<file path="config.mk">
export PLATFORM = sky130hd
export DESIGN_NAME = memcard_crc
export DESIGN_NICKNAME = d
export VERILOG_FILES = /design/src/rtl/memcard_crc.sv
export SDC_FILE = /design/constraint.sdc
export NUM_CORES = 1
export LEC_CHECK = 0
export ABC_AREA = 1
export CAP_MARGIN = 20
export CORE_UTILIZATION = 40
export DETAILED_ROUTE_END_ITERATION = 7
export HOLD_SLACK_MARGIN = 0.03
export PLACE_DENSITY = 0.64
export REMOVE_ABC_BUFFERS = 1
export SLEW_MARGIN = 20
export SYNTH_ARGS = -nofsm -noshare
export SYNTH_HDL_FRONTEND = slang
export SYNTH_SLANG_ARGS = --single-unit
</file>
<file path="constraint.sdc">
create_clock -name sys_clk -period 2.55 [get_ports sys_clk]
set_clock_uncertainty 0.1 [all_clocks]
set_input_delay 0.3825 -clock sys_clk [delete_from_list [all_inputs] [get_ports sys_clk]]
set_output_delay 0.3825 -clock sys_clk [all_outputs]
set_load 0.02 [all_outputs]
</file>
<file path="src/rtl/memcard_crc.sv">
`default_nettype none
// ============================================================================
//  memcard_crc
//  Bit-serial CRC7 (CMD) and 4x CRC16 (DAT) tracker with a CSR read-back page.
//  Revision: 1.0
// ============================================================================
module memcard_crc #(
  parameter logic [3:0] csr_addr = 4'h1
) (
  input  logic        sys_clk,
  input  logic        sys_rst,
  input  logic [13:0] csr_a,
  input  logic        csr_we,
  input  logic [31:0] csr_di,
  output logic [31:0] csr_do,
  input  logic        bit_ce,
  input  logic        cmd_active,
  input  logic        cmd_bit,
  input  logic        dat_active,
  input  logic [3:0]  dat_bits
);

  logic [6:0]        cmd_crc;
  logic [3:0][15:0]  dat_crc;
  logic [15:0]       cmd_count;
  logic [15:0]       dat_count;
  logic [31:0]       rd_data;

  logic sel;
  logic ctrl_wr;
  logic clr_cmd;
  logic clr_dat;
  logic cmd_step;
  logic dat_step;
  logic unused;

  assign sel      = (csr_a[13:10] == csr_addr);
  assign ctrl_wr  = sel && csr_we && (csr_a[2:0] == 3'd0);
  assign clr_cmd  = ctrl_wr && csr_di[0];
  assign clr_dat  = ctrl_wr && csr_di[1];
  assign cmd_step = bit_ce && cmd_active;
  assign dat_step = bit_ce && dat_active;
  assign unused   = ^{csr_a[9:3], csr_di[31:2]};

  function automatic logic [6:0] crc7_next(input logic [6:0] c, input logic b);
    crc7_next = {c[5:0], 1'b0} ^ ((c[6] ^ b) ? 7'h09 : 7'h00);
  endfunction

  function automatic logic [15:0] crc16_next(input logic [15:0] c, input logic b);
    crc16_next = {c[14:0], 1'b0} ^ ((c[15] ^ b) ? 16'h1021 : 16'h0000);
  endfunction

  // A clear on the same strobe wins: the coincident bit is dropped.
  always_ff @(posedge sys_clk) begin
    if (sys_rst || clr_cmd) begin
      cmd_crc   <= 7'h00;
      cmd_count <= 16'h0000;
    end else if (cmd_step) begin
      cmd_crc <= crc7_next(cmd_crc, cmd_bit);
      if (cmd_count != 16'hFFFF) begin
        cmd_count <= cmd_count + 16'd1;
      end
    end
  end

  always_ff @(posedge sys_clk) begin
    if (sys_rst || clr_dat) begin
      dat_crc   <= '0;
      dat_count <= 16'h0000;
    end else if (dat_step) begin
      for (int n = 0; n < 4; n++) begin
        dat_crc[n] <= crc16_next(dat_crc[n], dat_bits[n]);
      end
      if (dat_count != 16'hFFFF) begin
        dat_count <= dat_count + 16'd1;
      end
    end
  end

  always_comb begin
    rd_data = 32'h0000_0000;
    case (csr_a[2:0])
      3'd1:    rd_data = {25'd0, cmd_crc};
      3'd2:    rd_data = {16'd0, cmd_count};
      3'd3:    rd_data = {16'd0, dat_count};
      3'd4:    rd_data = {dat_crc[1], dat_crc[0]};
      3'd5:    rd_data = {dat_crc[3], dat_crc[2]};
      3'd6:    rd_data = {24'd0, cmd_crc, 1'b1};
      default: rd_data = 32'h0000_0000;
    endcase
  end

  always_ff @(posedge sys_clk) begin
    if (sys_rst || !sel) begin
      csr_do <= 32'h0000_0000;
    end else begin
      csr_do <= rd_data;
    end
  end

endmodule
`default_nettype wire

</file>
==> results of run 1 <==
worst max-delay path by stage:
stage | endpoint | slack [ps] | cells after the start | start
floorplan | dat_count[7] | 130 | 7 | dat_active
global placement | csr_do[6] | 220 | 8 | csr_a[2]
detailed placement | csr_do[6] | 190 | 8 | csr_a[2]
CTS | csr_do[6] | 640 | 8 | csr_a[2]
global route | dat_count[10] | 520 | 7 | csr_a[2]
finish | dat_count[9] | 640 | 7 | csr_a[2]
cells by family after synthesis:
group	after synthesis
DFF	135
xor gates and xnor gates	5
and+or+nand+nor	512
adders and majority gates	2
AOI/OAI and AO/OA	135
buffers and inverters	120
registers in the layout (all words and copies together) (netlist names):
| name | flops |
|---|---|
| csr_do | 32 |
| dat_crc | 64 |
| dat_count | 16 |
| cmd_count | 16 |
| cmd_crc | 7 |
area by class of cell:
type | count | area (um^2) | area share
Sequential cell | 135 | 2703 | 0.3473
Tap cell | 216 | 270.3 | 0.03473
Timing Repair Buffer | 70 | 703.2 | 0.09035
Clock inverter | 9 | 147.6 | 0.01897
Multi-Input combinational cell | 654 | 3187 | 0.4095
Clock buffer | 23 | 467.9 | 0.06013
Inverter | 81 | 304.0 | 0.03907
Yosys cell counts (all sizes together) (2+ instances only):
cell type and n:
nor3 12, o211ai 4, nand2 302, dfxtp 135, xnor2 5, nor2 125, inv 81, ha 2
nand4 24, o22ai 13, clkbuf 17, and2 2, nand3 45, a21oi 108, o21ai 9, buf 22
per-layer routing:
metal / global-route usage / up-vias / part of all wire
met1: 0.2858 / 2646 / 0.49
met4: 0.06840 / 0 / 0.011
met5: 0 / - / 0
met3: 0.04129 / 15 / 0.049
met2: 0.3121 / 139 / 0.45
li1: - / 3008 / -
worst max-delay path: stages:
cell             delay [ps]
clkdlybuf4s50_1         710
inv_1                   190
nand2_4                 150
nor2_8                   60
a21oi_4                 440
nand2_1                 110
nor2_1                  110
power groups by stage:
stage	logic [W]	clock network, W	registers [W]
after global placement	0.000275	0	0.00219
final	0.000278	0.00256	0.00215
after detailed placement	0.000276	0	0.00219
after CTS	0.000278	0.00261	0.00215
after floorplan	0.000146	0	0.00219
after global routing	0.000303	0.00271	0.00215
metrics by stage:
stage	std cells	cell area, um^2	util	setup slack, ps
2_1_floorplan	870	6193	-	125.6
3_3_place_gp	1156	7167	0.4512	222.5
3_5_place_dp	1156	7167	0.4512	192.7
4_1_cts	1188	7782	0.4899	641.2
5_1_grt	1188	7782	0.4899	515.1
6_report	1188	7782	0.4899	638.9
==> results.cfg, run 1 <==
[cts]
cts.clk_slew.worst_paths_ps = 50
cts_root_buf = clkbuf_16
worstSkewPairLatency_ps = 420
cts_hold_buf = 0
cts_resized = 0
ctsHtreeMaxLevel = 4
clock_sinks = 135
clockBufferDepth = 2
tritoncts.num_buffers = 17
cts_tree = yes
postCtsSetupRepairBufs = 0

[logic_synthesis]
ys.flop_type = dfxtp_1
yosysTopAreaCell = dfxtp_1
synthMuxAreaShare = 0
yosys.area_share.simple = 0.3390
synth-compound-area-share = 0.1410
synth_xor_area_frac = 0.006742
syn_area_um2 = 6495
yosys_warnings = 0
netlist_top_cells_area = dfxtp_1 42%, nand2_1 17%, a21oi_2 6.7%
synth-edff-count = 0
synth_top_family_by_area = simple AND/OR/NAND/NOR gates
synthAdderAreaFrac = 0.003853
synth-seq-area-share = 0.4161
synth_top_area_share = 0.4161
syn_avg_cell_area_um2 = 7.145
postSynth.asyncResetShare = 0
postSynthCellCount = 909
synth.distinct_cells = 35
ys_seq_elements = 135

[cells_and_area]
nets = 1018
layout_common_cells = 295 x nand2_1, 135 x dfxtp_1, 113 x nor2_1, 76 x inv_1, 56 x a21oi_1
syn2layout_area_growth_pct = 19.82
diodes = 0
num-fill-cells = 1594
drive_above_1_share = 0.1317
final_common_cell = nand2_1

[setup_path]
path_class = in2reg
crit_path_end_kind = flop
reg2regPathDepth = 7
required_ps = 2800
rrSetupSlack_ps = 740
cp.arrival_ps = 2160
worstReg2RegEnd = cmd_count[15]
startpoint_type = input port
cp_max_fo = 15
r2r_start = cmd_count[0]

[min_path]
whs_path_depth = 2
hold_end = dat_crc[1]
min_from = dat_crc[0]
hp-class = reg2reg

[floorplanning]
initial_core_util = 0.4089
rows = 46
die_area_um2 = 16750
coreArea_um2 = 15890
die_x_um = 129.4
die_h_um = 129.4
ioPinCount = 89

[placement]
place_congestion = 0.8841
hpwl_mm = 11.24
numPortBuffers = 51

[global_routing]
grt_pass1_wl_mm = 26.37
grt_usage = 0.2040
grt_antenna_before_repair = 0
grt_max_degree = 62
grt_pass1_vias = 5256
overflow = 0

[status]
status = finished clean

[power_and_ir_drop]
internal_power_w = 0.003906
p_total_w = 0.004987
power.leakage_nw = 2.699
p_per_area_nw_per_um2 = 640.8
power.switching_w = 0.001082
ir_drop_mv = 0.4197
p_clk_frac = 0.514
seqPwrFrac = 0.431
switching_share = 0.2169
p_comb_frac = 0.056

[timing]
hold_violations = 0
post-route-period-util = 0.7494
min_period_ps = 1911
setup-tns-final_ps = 0
hold-worst-slack_ps = 379.8
report.final.slew_viol_count = 0
rsz0062_at_grt = false
tightest_slew_ps = 510.5
max_slew_margin = 0.6589
setup_violations = 0
fmax_mhz = 523.3

[detailed_routing]
wl_per_cell_um = 13.55
wirelength_mm = 16.10
drtAntennaViolNets = 0
first_iter_violations = 570
via_count = 5808
detail_route.first_pass.iterations = 5
drc = 0
vias_per_cell = 4.889

[flow_run]
drv_cap = 0
No activity file was read; power rests on OpenSTA's default activity.
==> inputs of run 2 (changes only) <==
--- a/config.mk
+++ b/config.mk
@@ -10,7 +10,7 @@
 export CORE_UTILIZATION = 40
 export DETAILED_ROUTE_END_ITERATION = 7
 export HOLD_SLACK_MARGIN = 0.03
-export PLACE_DENSITY = 0.64
+export PLACE_DENSITY = 0.67
 export REMOVE_ABC_BUFFERS = 1
 export SLEW_MARGIN = 20
 export SYNTH_ARGS = -nofsm -noshare
==> constraint.sdc (replaced) <==
create_clock -name sys_clk -period 1.7 [get_ports sys_clk]
set_clock_uncertainty 0.1 [all_clocks]
set_input_delay 0.255 -clock sys_clk [delete_from_list [all_inputs] [get_ports sys_clk]]
set_output_delay 0.255 -clock sys_clk [all_outputs]
set_load 0.02 [all_outputs]
==> results.cfg, run 2 (same netlist as run 1, synthesis figures left out) <==
[placement]
place_congestion = 0.9024
numPortBuffers = 51
hpwl_mm = 12.30
dp.cells = 1204

[cells_and_area]
largest_register_ffs = 64
syn2layout_area_growth_pct = 25.43
layout_common_cells = 295 x nand2_1, 134 x dfxtp_1, 112 x nor2_1, 76 x inv_1, 61 x buf_4
drive_above_1_share = 0.1758
diodes = 0
final_common_cell = nand2_1
layout.cells.non_filler = 1234
largest_registers = dat_crc x64, csr_do x32
top_register = dat_crc
nets = 1066

[global_routing]
grt_antenna_before_repair = 0
top_usage_layer = met2
grt_usage = 0.2091
met2_usage = 0.3194
overflow = 0
gr-usage-met1 = 0.2889
grt_pass1_vias = 5445
grt_max_degree = 50
met3_usage = 0.04624
grt_pass1_wl_mm = 27.01

[cts]
worstSkewPairLatency_ps = 420
clockBufferDepth = 2
tritoncts.num_buffers = 17
cts_tree = yes
cts.clk_slew.worst_paths_ps = 60
clock_sinks = 135
cts_root_buf = clkbuf_16
ctsHtreeMaxLevel = 4

[setup_path]
crit_start = csr_do[27]
path_cells = clkdlybuf4s50_1
required_ps = 1340
r2r_start = dat_count[1]
cp_slowest_cell = clkdlybuf4s50_1
startpoint_type = flop
cp.arrival_ps = 1320
critPathBufInv = 1
cp_top_family = buffers and inverters
cp_max_fo = 1
path_class = reg2out
crit_path_end_kind = output port
slowest_delay_ps = 600

[flow_run]
drv_cap = 0

[floorplanning]
coreArea_um2 = 15890
die_x_um = 129.4
die_area_um2 = 16750
initial_core_util = 0.4089
rows = 46
ioPinCount = 89
die_h_um = 129.4

[power_and_ir_drop]
power.switching_w = 0.001640
p_clk_frac = 0.485
power.leakage_nw = 3.292
switching_share = 0.2277
p_comb_frac = 0.068
internal_power_w = 0.005561
seqPwrFrac = 0.447
p_per_area_nw_per_um2 = 884.0
ir_drop_mv = 0.5713

[detailed_routing]
vias_per_cell = 4.917
wirelength_mm = 16.65
drc = 0
via_count = 6068
wl_per_cell_um = 13.49
detail_route.first_pass.iterations = 5
drtAntennaViolNets = 0
first_iter_violations = 448

[timing]
rsz0062_at_grt = false
fmax_mhz = 597.8
tightest_slew_ps = 443.2
hold_violations = 0
max_slew_margin = 0.7039
setup_violations = 0
hold-worst-slack_ps = 368.8
post-route-period-util = 0.9840
min_period_ps = 1673
report.final.slew_viol_count = 0

[status]
status = finished clean

[min_path]
hp-class = reg2reg
min_from = dat_crc[16]
==> run 2: through the flow <==
stage / total power (W) / setup TNS (ps) / cell area (um^2) / setup WS [ps] / util
global placement: 0.003771 / -25520 / 7552 / -244.8 / 0.4754
floorplan: 0.003502 / -21290 / 6193 / -596.9 / -
detailed placement: 0.003774 / -26490 / 7552 / -238.9 / 0.4754
CTS: 0.007261 / 0 / 8090 / 0.1131 / 0.5093
global route: 0.007427 / 0 / 8147 / 0.4470 / 0.5128
finish: 0.007201 / 0 / 8147 / 27.23 / 0.5128
==> run 2: repair_timing <==
action                     4_1_cts  5_1_grt
hold buffers                     0        0
gates resized for setup         12       21
pin swaps                        0        0
setup endpoints to repair       12       21
buffers inserted                 0        0
==> run 2: power groups by stage <==
stage,clock [W],sequential (W),combinational [W]
6_report,0.00349,0.00322,0.000490
5_1_grt,0.00367,0.00322,0.000535
4_1_cts,0.00355,0.00322,0.000488
3_5_place_dp,0,0.00329,0.000485
3_3_place_gp,0,0.00329,0.000483
2_1_floorplan,0,0.00328,0.000219
==> run 2: path summary, 6_finish.rpt <==
| kind | to | cells past startpoint | slack [ps] |
|---|---|---|---|
| setup / recovery | csr_do[27] | 1 | 30 |
| hold / removal | dat_crc[17] | 2 | 370 |
| setup reg to reg | dat_count[5] | 9 | 140 |
| hold reg to reg | dat_crc[17] | 2 | 370 |
==> run 2: layout make-up <==
type | instances | area (um^2)
clock buffer | 20 | 446.7
fill | 1541 | 7739
inverter | 81 | 304.0
sequential | 135 | 2704
clock inverter | 10 | 106.4
tap | 216 | 270.3
timing repair buffer | 118 | 1116
multi-input combinational | 654 | 3199
==> run 2: routing by layer <==
metal  vias to the layer above  routed length [um]  part of all wire
met1                      2812                8235              0.49
met3                        25                 763             0.046
met5                         -                   0                 0
met2                       134                7334              0.44
li1                       3097                   -                 -
met4                         0                 314             0.019
==> inputs of run 3 (changes only) <==
--- a/config.mk
+++ b/config.mk
@@ -7,10 +7,10 @@
 export LEC_CHECK = 0
 export ABC_AREA = 1
 export CAP_MARGIN = 20
-export CORE_UTILIZATION = 40
+export CORE_UTILIZATION = 50
 export DETAILED_ROUTE_END_ITERATION = 7
 export HOLD_SLACK_MARGIN = 0.03
-export PLACE_DENSITY = 0.67
+export PLACE_DENSITY = 0.8
 export REMOVE_ABC_BUFFERS = 1
 export SLEW_MARGIN = 20
 export SYNTH_ARGS = -nofsm -noshare
==> constraint.sdc (replaced) <==
create_clock -name sys_clk -period 1.4 [get_ports sys_clk]
set_clock_uncertainty 0.1 [all_clocks]
set_input_delay 0.21 -clock sys_clk [delete_from_list [all_inputs] [get_ports sys_clk]]
set_output_delay 0.21 -clock sys_clk [all_outputs]
set_load 0.02 [all_outputs]
==> results.cfg, run 3 (same netlist as run 1, synthesis figures left out) <==
[status]
status = finished with violations
violations = negative setup slack

[floorplanning]
coreArea_um2 = 12620
initial_core_util = 0.5147
die_area_um2 = 13450
die_x_um = 116.0
ioPinCount = 89
rows = 41
die_h_um = 116.0

[cells_and_area]
nets = 1104
final_common_cell = nand2_1
syn2layout_area_growth_pct = 37.97
layout.cells.non_filler = 1231
drive_above_1_share = 0.3062
largest_register_ffs = 64
largest_registers = dat_crc x64, csr_do x32
multiInputGateArea_um2 = 3631
num-fill-cells = 893
top_register = dat_crc
layout_common_cells = 272 x nand2_1, 119 x dfxtp_1, 87 x nor2_1, 78 x buf_4, 70 x inv_1
seq_area_um2 = 2730

[timing]
hold_violations = 0
min_period_ps = 1545
hold-worst-slack_ps = 334.7
report.final.slew_viol_count = 0
setup_violations = 30
fmax_mhz = 647.1
rsz0062_at_grt = true
setup-tns-final_ps = -1727
tightest_slew_ps = 371.2
fin_ws_ps = -145.3
post-route-period-util = 1.104
max_slew_margin = 0.7514

[placement]
hpwl_mm = 12.62
place_congestion = 0.9211
numPortBuffers = 51
dp.cells = 1184

[power_and_ir_drop]
p_per_area_nw_per_um2 = 1006
p_comb_frac = 0.075
internal_power_w = 0.006864
power.switching_w = 0.002146
seqPwrFrac = 0.434
p_clk_frac = 0.491
ir_drop_mv = 0.9253
power.leakage_nw = 3.374
switching_share = 0.2382

[min_path]
hp-class = in2reg
whs_path_depth = 4

[detailed_routing]
detail_route.first_pass.iterations = 6
wirelength_mm = 20.68
wl_per_cell_um = 16.80
drc = 0
vias_per_cell = 5.538
via_count = 6817
drtAntennaViolNets = 0
first_iter_violations = 743

[setup_path]
path_class = reg2reg
reg2regPathDepth = 7
crit_path_end_kind = flop
startpoint_type = flop
cp_max_fo = 4
cp.arrival_ps = 1780
required_ps = 1630

[cts]
cts_hold_buf = 0
cts_tree = yes
clockBufferDepth = 2
clock_sinks = 135
worstSkewPairLatency_ps = 440
cts.clk_slew.worst_paths_ps = 60
tritoncts.num_buffers = 17
cts_root_buf = clkbuf_16
ctsHtreeMaxLevel = 4

[flow_run]
drv_cap = 0

[global_routing]
met3_usage = 0.09885
overflow = 0
grt_max_degree = 41
top_usage_layer = met2
grt_usage = 0.3141
gr-usage-met1 = 0.3963
met2_usage = 0.4734
grt_pass1_vias = 6429
grt_antenna_before_repair = 0
grt_pass1_wl_mm = 31.82
run 3: changes by cell type in the layout (fill, tap and decap cells not counted), moves of 13 or more:
cell             change
nand3_2             +13
nor2_4              +13
nand3_1             -15
dfxtp_1             -15
clkdlybuf4s15_1     +22
buf_4               +17
nand2_2             +19
nand2_1             -23
nor2_1              -25
buf_6               +14
run 3: final timing paths:
kind                 from  slack, ps             to
max          cmd_count[3]       -150  cmd_count[11]
min reg2reg   dat_crc[18]        380    dat_crc[18]
min              csr_a[2]        330     csr_do[31]
max reg2reg  cmd_count[3]       -150  cmd_count[11]
run 3: power by group through the flow:
| stage | Sequential, W | Combinational, W | Clock, W |
|---|---|---|---|
| 2_1_floorplan | 0.00399 | 0.000266 | 0 |
| 3_3_place_gp | 0.00399 | 0.000581 | 0 |
| 3_5_place_dp | 0.00399 | 0.000592 | 0 |
| 4_1_cts | 0.00391 | 0.000638 | 0.00444 |
| 5_1_grt | 0.00392 | 0.000718 | 0.00462 |
| 6_report | 0.00391 | 0.000674 | 0.00442 |
run 3: worst max-delay path, stage by stage (launching register included):
cell	delay [ps]
dfxtp_2	370
nand2_1	150
nor2_4	220
nand2_2	120
nor2_4	220
nand3_2	120
nand2_2	80
nor2_1	50
run 3: through the flow:
stage / util / setup slack (ps) / power [W] / area (um^2)
final: 0.7101 / -145.3 / 0.009011 / 8961
after global placement: 0.6123 / -565.0 / 0.004573 / 7727
after global routing: 0.7099 / -301.9 / 0.009258 / 8959
after detailed placement: 0.6123 / -609.9 / 0.004584 / 7727
after CTS: 0.6845 / -35.14 / 0.008991 / 8638
after floorplan: - / -851.9 / 0.004252 / 6193
run 3: layout make-up:
cell class,instances,share of cell area
clock inverter,12,0.01424
sequential,135,0.3047
multi-input combinational,655,0.4052
tap,172,0.02402
timing repair buffer,155,0.1659
clock buffer,20,0.05096
inverter,81,0.03477
antenna,1,0.0002793
run 3: layer usage:
layer,wire length (um),part of all wire
met3,1691,0.082
met1,8412,0.41
met4,1029,0.050
met2,9544,0.46
met5,0,0
run 3: what timing repair did:
action	in CTS	in global routing
buffers inserted	8	5
cloned	2	0
endpoints found under the setup margin	165	139
pin swaps	17	37
hold endpoints to repair	0	0
resized for setup	110	112
